$ cat config.mk
export PLATFORM = sky130hd
export DESIGN_NAME = pipelined_adder_flat
export DESIGN_NICKNAME = d
export VERILOG_FILES = /design/src/rtl/pipelined_adder_if.sv /design/src/rtl/pipelined_adder.sv /design/src/flat_wrapper.sv
export SDC_FILE = /design/constraint.sdc
export NUM_CORES = 1
export LEC_CHECK = 0
export BUFFER_PORTS_ARGS = -buffer_cell sky130_fd_sc_hd__buf_2
export CORE_MARGIN = 4
export CORE_UTILIZATION = 60
export CTS_BUF_LIST = sky130_fd_sc_hd__clkbuf_8
export CTS_CLUSTER_DIAMETER = 80
export DETAILED_ROUTE_END_ITERATION = 10
export HOLD_SLACK_MARGIN = 0.06
export PLACE_DENSITY = 0.86
export SETUP_SLACK_MARGIN = 0.15
export SYNTH_ARGS = -nofsm -noshare
export SYNTH_HDL_FRONTEND = slang
export SYNTH_SLANG_ARGS = --single-unit
$ cat constraint.sdc
create_clock -name clk -period 4.75 [get_ports clk]
set_clock_uncertainty 0.05 [all_clocks]
set_input_delay 0.475 -clock clk [delete_from_list [all_inputs] [get_ports clk]]
set_output_delay 0.475 -clock clk [all_outputs]
set_load 0.03 [all_outputs]
$ cat src/rtl/pipelined_adder_if.sv
// Operand/result stream bundle for pipelined_adder. ovf exists only when ADDER_OVF_EN is defined.
interface pipelined_adder_if #(
    parameter int WIDTH = 16
);
    logic             in_valid;
    logic             in_ready;
    logic [WIDTH-1:0] a;
    logic [WIDTH-1:0] b;
    logic             cin;
    logic             sub;
    logic             out_valid;
    logic             out_ready;
    logic [WIDTH-1:0] sum;
    logic             cout;
`ifdef ADDER_OVF_EN
    logic             ovf;

    modport master (output in_valid, a, b, cin, sub, out_ready,
                    input  in_ready, out_valid, sum, cout, ovf);
    modport slave  (input  in_valid, a, b, cin, sub, out_ready,
                    output in_ready, out_valid, sum, cout, ovf);
`else
    modport master (output in_valid, a, b, cin, sub, out_ready,
                    input  in_ready, out_valid, sum, cout);
    modport slave  (input  in_valid, a, b, cin, sub, out_ready,
                    output in_ready, out_valid, sum, cout);
`endif
endinterface

$ cat src/rtl/pipelined_adder.sv
// Pipelined WIDTH-bit add/subtract: one STAGE_W-bit ripple slice per stage, carry registered between stages.
// Define ADDER_OVF_EN to add the registered signed-overflow output.
module pipelined_adder #(
    parameter int WIDTH   = 16,
    parameter int STAGE_W = 4
) (
    input  logic             clk,
    input  logic             rst_n,
    pipelined_adder_if.slave io
);
    localparam int STAGES = WIDTH / STAGE_W;

    if (WIDTH % STAGE_W != 0) begin : g_bad_cfg
        $error("pipelined_adder: WIDTH (%0d) must be a multiple of STAGE_W (%0d)", WIDTH, STAGE_W);
    end

    function automatic logic [STAGE_W:0] rca(input logic [STAGE_W-1:0] x,
                                             input logic [STAGE_W-1:0] y,
                                             input logic               c);
        logic [STAGE_W-1:0] s;
        logic               cc;
        cc = c;
        for (int i = 0; i < STAGE_W; i++) begin
            s[i] = x[i] ^ y[i] ^ cc;
            cc   = ((x[i] ^ y[i]) & cc) | (x[i] & y[i]);
        end
        return {cc, s};
    endfunction

    logic              adv;
    logic [WIDTH-1:0]  b_eff;
    logic [STAGES-1:0] vld_d, vld_q;

    // Whole-pipe stall: nothing moves unless the output slot is empty or being drained.
    assign adv         = !vld_q[STAGES-1] || io.out_ready;
    assign io.in_ready = adv;
    assign b_eff       = io.sub ? ~io.b : io.b;

    always_comb begin
        vld_d = vld_q;
        if (adv) vld_d = (vld_q << 1) | STAGES'(io.in_valid);
    end

    always_ff @(posedge clk or negedge rst_n) begin
        if (!rst_n) vld_q <= '0;
        else        vld_q <= vld_d;
    end

    for (genvar k = 0; k < STAGES; k++) begin : g_stg
        // Operand bits not yet consumed on entry to this stage.
        localparam int REM = WIDTH - k * STAGE_W;

        logic [REM-1:0]     a_in, b_in;
        logic [WIDTH-1:0]   s_in;
        logic               c_in;
        logic [STAGE_W:0]   slice;
        logic [WIDTH-1:0]   s_d, s_q;
        logic               c_d, c_q;

        if (k == 0) begin : g_first
            assign a_in = io.a;
            assign b_in = b_eff;
            assign s_in = '0;
            assign c_in = io.sub | io.cin;
        end else begin : g_next
            assign a_in = g_stg[k-1].g_fwd.ra_q;
            assign b_in = g_stg[k-1].g_fwd.rb_q;
            assign s_in = g_stg[k-1].s_q;
            assign c_in = g_stg[k-1].c_q;
        end

        assign slice = rca(a_in[STAGE_W-1:0], b_in[STAGE_W-1:0], c_in);

        always_comb begin
            s_d = s_q;
            c_d = c_q;
            if (adv) begin
                s_d                         = s_in;
                s_d[k*STAGE_W +: STAGE_W]   = slice[STAGE_W-1:0];
                c_d                         = slice[STAGE_W];
            end
        end

        always_ff @(posedge clk or negedge rst_n) begin
            if (!rst_n) begin
                s_q <= '0;
                c_q <= 1'b0;
            end else begin
                s_q <= s_d;
                c_q <= c_d;
            end
        end

        if (k < STAGES - 1) begin : g_fwd
            logic [REM-STAGE_W-1:0] ra_d, ra_q, rb_d, rb_q;

            always_comb begin
                ra_d = ra_q;
                rb_d = rb_q;
                if (adv) begin
                    ra_d = a_in[REM-1:STAGE_W];
                    rb_d = b_in[REM-1:STAGE_W];
                end
            end

            always_ff @(posedge clk or negedge rst_n) begin
                if (!rst_n) begin
                    ra_q <= '0;
                    rb_q <= '0;
                end else begin
                    ra_q <= ra_d;
                    rb_q <= rb_d;
                end
            end
        end
    end

    assign io.out_valid = vld_q[STAGES-1];
    assign io.sum       = g_stg[STAGES-1].s_q;
    assign io.cout      = g_stg[STAGES-1].c_q;

`ifdef ADDER_OVF_EN
    logic ovf_d, ovf_q, a_msb, b_msb;

    // The operand MSBs only meet the sum MSB in the last stage, so overflow resolves there.
    assign a_msb = g_stg[STAGES-1].a_in[STAGE_W-1];
    assign b_msb = g_stg[STAGES-1].b_in[STAGE_W-1];

    always_comb begin
        ovf_d = ovf_q;
        if (adv) ovf_d = (a_msb == b_msb) && (g_stg[STAGES-1].slice[STAGE_W-1] != a_msb);
    end

    always_ff @(posedge clk or negedge rst_n) begin
        if (!rst_n) ovf_q <= 1'b0;
        else        ovf_q <= ovf_d;
    end

    assign io.ovf = ovf_q;
`endif
endmodule

$ cat src/flat_wrapper.sv
// flat-port wrapper written by rule: the top's interface ports become plain ports
module pipelined_adder_flat 
#(
    parameter int WIDTH   = 16,
    parameter int STAGE_W = 4
)
  (clk, rst_n, io_in_valid, io_a, io_b, io_cin, io_sub, io_out_ready, io_in_ready, io_out_valid, io_sum, io_cout);
  pipelined_adder_if #(.WIDTH(WIDTH)) io_i ();
  input  logic clk;
  input  logic rst_n;
  input wire logic [$bits(io_i.in_valid)-1:0] io_in_valid;
  input wire logic [$bits(io_i.a)-1:0] io_a;
  input wire logic [$bits(io_i.b)-1:0] io_b;
  input wire logic [$bits(io_i.cin)-1:0] io_cin;
  input wire logic [$bits(io_i.sub)-1:0] io_sub;
  input wire logic [$bits(io_i.out_ready)-1:0] io_out_ready;
  output wire logic [$bits(io_i.in_ready)-1:0] io_in_ready;
  output wire logic [$bits(io_i.out_valid)-1:0] io_out_valid;
  output wire logic [$bits(io_i.sum)-1:0] io_sum;
  output wire logic [$bits(io_i.cout)-1:0] io_cout;
  assign io_i.in_valid = io_in_valid;
  assign io_i.a = io_a;
  assign io_i.b = io_b;
  assign io_i.cin = io_cin;
  assign io_i.sub = io_sub;
  assign io_i.out_ready = io_out_ready;
  assign io_in_ready = io_i.in_ready;
  assign io_out_valid = io_i.out_valid;
  assign io_sum = io_i.sum;
  assign io_cout = io_i.cout;
  pipelined_adder #(.WIDTH(WIDTH), .STAGE_W(STAGE_W)) u_core (.clk(clk), .rst_n(rst_n), .io(io_i));
endmodule
==> flow_summary.toml <==
[status]
status = "finished, final reports clean"

[route]
routed_wl_um = 6340
antenna_left = 0
vias = 2124
vias_per_cell = 5.081
avgRoutedWirePerCell_um = 15.17
drtIter0Drc = 122
drcViolationCount = 0
first_pass_iters = 4

[layout]
fin_nets = 372
diodes = 0
drive_gt1_frac = 0.4938
area_growth_pct = 12.75
finalInstanceArea_mm2 = 0.004726
nFillCells = 464
finalNonFillerCells = 418

[setup_path]
crit_slowest_cell = "fa_1"
path_delay_family = "adder cells"
crit_chain = "buf_2 > xnor2_1 > fa_1 > fa_1 > fa_1 > inv_1 > fa_1 > mux2_2"
cp_max_fo = 17
cpMostUsedCell = "fa_1"
cpPeakStageDelay_ns = 0.44
r2r_start = "u_core.g_stg[0].c_q"
cp-start-kind = "input pin"
arrival_ns = 3.04
path_class = "in2reg"
crit_start = "io_sub"
worstPathRequired_ns = 4.94
endpoint_kind = "flop"
path_buf_inv = 2

[sta]
rsz0062_at_grt = "false"
slew_viol_final = 0
hold_viol_final = 0
post-route-period-util = 0.6001
fmax_mhz = 350.8
period_minus_slack_ns = 2.851
finalSetupTns_ns = 0
slew_headroom = 0.2652
setup_viol = 0
tightest_slew_ns = 1.102

[min_path]
hp-class = "in2reg"
holdCritStartpoint = "io_a[5]"

[floorplan]
dieWidth_um = 91.58
ios = 57
initial_core_util = 0.6169
die_area_mm2 = 0.008387
coreArea_mm2 = 0.006794
die_y_um = 91.58
row_count = 30

[yosys]
ys_ff_latch = 96
ys_types = 15
syn_inst = 262
synth_nets = 316
syn_area_mm2 = 0.004192
yosys_warnings = 0
ys_seq_area_frac = 0.5731
syn_avg_cell_area_um2 = 16.00

[global_route]
antenna_found_initial = 0
grt_max_degree = 83
globalRouteTotalUtil = 0.1692
grt_first_pass_wirelength_um = 10980
grt_overflow = 0
grt_pass1_vias = 2401

[placement]
place_area_mm2 = 0.004508
dp.cells = 402
gp_congestion = 0.6995
dp_hpwl_um = 4333
placement.io_buffers = 56

[clocking]
cts_setup_buffers = 0
clock_sinks = 96
h-tree-depth = 3
cts_buffers = 9
cts_tree = "yes"
ctsLongestPathBuffers = 2
cts_resized = 0
clk_latency_ns = 0.35
cts.clk_slew.worst_paths_ns = 0.09
cts_root_buf = "clkbuf_8"

[pwr]
power_density_mw_per_mm2 = 662.9
irDropWorstVdd_mv = 0.3139
p_leak_nw = 2.177

[job]
max_cap_viol_count = 0
==> final cells by class <==
type | count | area, um^2 | area share
Sequential cell | 96 | 2402 | 0.5083
Inverter | 13 | 48.80 | 0.01033
Clock inverter | 6 | 83.83 | 0.01774
Clock buffer | 9 | 123.9 | 0.02621
Multi-Input combinational cell | 139 | 1639 | 0.3468
Timing Repair Buffer | 59 | 307.8 | 0.06513
Tap cell | 96 | 120.1 | 0.02542
==> metrics by stage <==
stage / hold WS [ns] / power (mW) / util / setup slack (ns)
finish: 0.2964 / 3.133 / 0.6956 / 1.899
global route: 0.2828 / 3.362 / 0.6956 / 1.783
CTS: 0.2773 / 3.179 / 0.6956 / 1.906
detailed placement: 0.3995 / 2.612 / 0.6635 / 1.521
global placement: 0.3900 / 2.527 / 0.6635 / 1.606
floorplan: 0.1294 / 2.315 / - / 1.666
==> metal layers <==
layer | share of wire | routed length (um) | vias to the layer above | track usage
li1 | - | - | 990 | -
met1 | 0.44 | 2813 | 1087 | 0.2137
met2 | 0.50 | 3193 | 38 | 0.2794
met3 | 0.039 | 249 | 9 | 0.04308
met4 | 0.013 | 84 | 0 | 0.06784
met5 | 0 | 0 | - | 0
==> report_power, final <==
| group | internal, mW | switching (mW) | total, mW |
|---|---|---|---|
| Clock | 0.293 | 0.269 | 0.561 |
| Sequential | 1.19 | 0.218 | 1.40 |
| Combinational | 0.638 | 0.530 | 1.17 |
| Total | 2.12 | 1.02 | 3.13 |
==> cell families after synthesis <==
group	synth area share
flops	0.5731
buf+inv	0.03582
fa+ha+maj	0.07642
mux	0.2487
xor+xnor	0.03343
compound gates	0.01075
simple gates	0.02179
==> flip-flops by register name (all words and copies together) (netlist names) <==
| register | count |
|---|---|
| u_core.g_stg.c_q | 3 |
| u_core.g_stg.g_fwd.ra_q | 24 |
| u_core.g_stg.g_fwd.rb_q | 24 |
| u_core.g_stg.s_q | 24 |
| u_core.io.cout | 1 |
| u_core.io.sum | 16 |
| u_core.vld_q | 4 |
==> worst paths after layout <==
| check | to | depth (start not counted) | slack (ns) |
|---|---|---|---|
| max reg2reg | u_core.g_stg[1].s_q[7] | 6 | 2.21 |
| min in group asynchronous | u_core.g_stg[0].g_fwd.ra_q[6] | 2 | 0.59 |
| max | u_core.g_stg[0].s_q[3] | 8 | 1.90 |
| min reg2reg | u_core.vld_q[3] | 1 | 0.42 |
| min | u_core.g_stg[0].g_fwd.ra_q[1] | 2 | 0.30 |
| max in group asynchronous | u_core.io.sum[7] | 3 | 3.04 |
==> synth_stat cells <==
| cell type | n | share of area |
|---|---|---|
| a21oi_1 | 9 | 0.011 |
| xnor2_1 | 4 | 0.0084 |
| nor3b_1 | 9 | 0.016 |
| mux2_2 | 65 | 0.17 |
| nand2b_1 | 1 | 0.0015 |
| mux2_4 | 20 | 0.072 |
| dfrtp_1 | 96 | 0.57 |
| buf_6 | 5 | 0.013 |
| inv_1 | 13 | 0.012 |
| mux2i_1 | 1 | 0.0024 |
| xor2_1 | 12 | 0.025 |
| buf_2 | 9 | 0.011 |
| fa_1 | 16 | 0.076 |
| nand2b_4 | 1 | 0.0033 |
| nor2_1 | 1 | 0.00089 |
==> placed cells by master, fill, tap and decap left out, drive strengths merged <==
cell type	count
dfrtp	96
fa	16
xnor2	4
clkbuf	9
a21oi	9
nand2b	2
clkinv	3
dlygate4sd3	1
nor3b	9
inv	14
bufinv	2
nor2	1
mux2	85
mux2i	1
buf	58
xor2	12
==> what timing repair did <==
item / 4_1_cts / 5_1_grt
endpoints found under the hold margin: 5 / 0
endpoints found under the setup margin: 0 / 0
hold buffers: 1 / 0
Power figures use the tool's default switching activity.
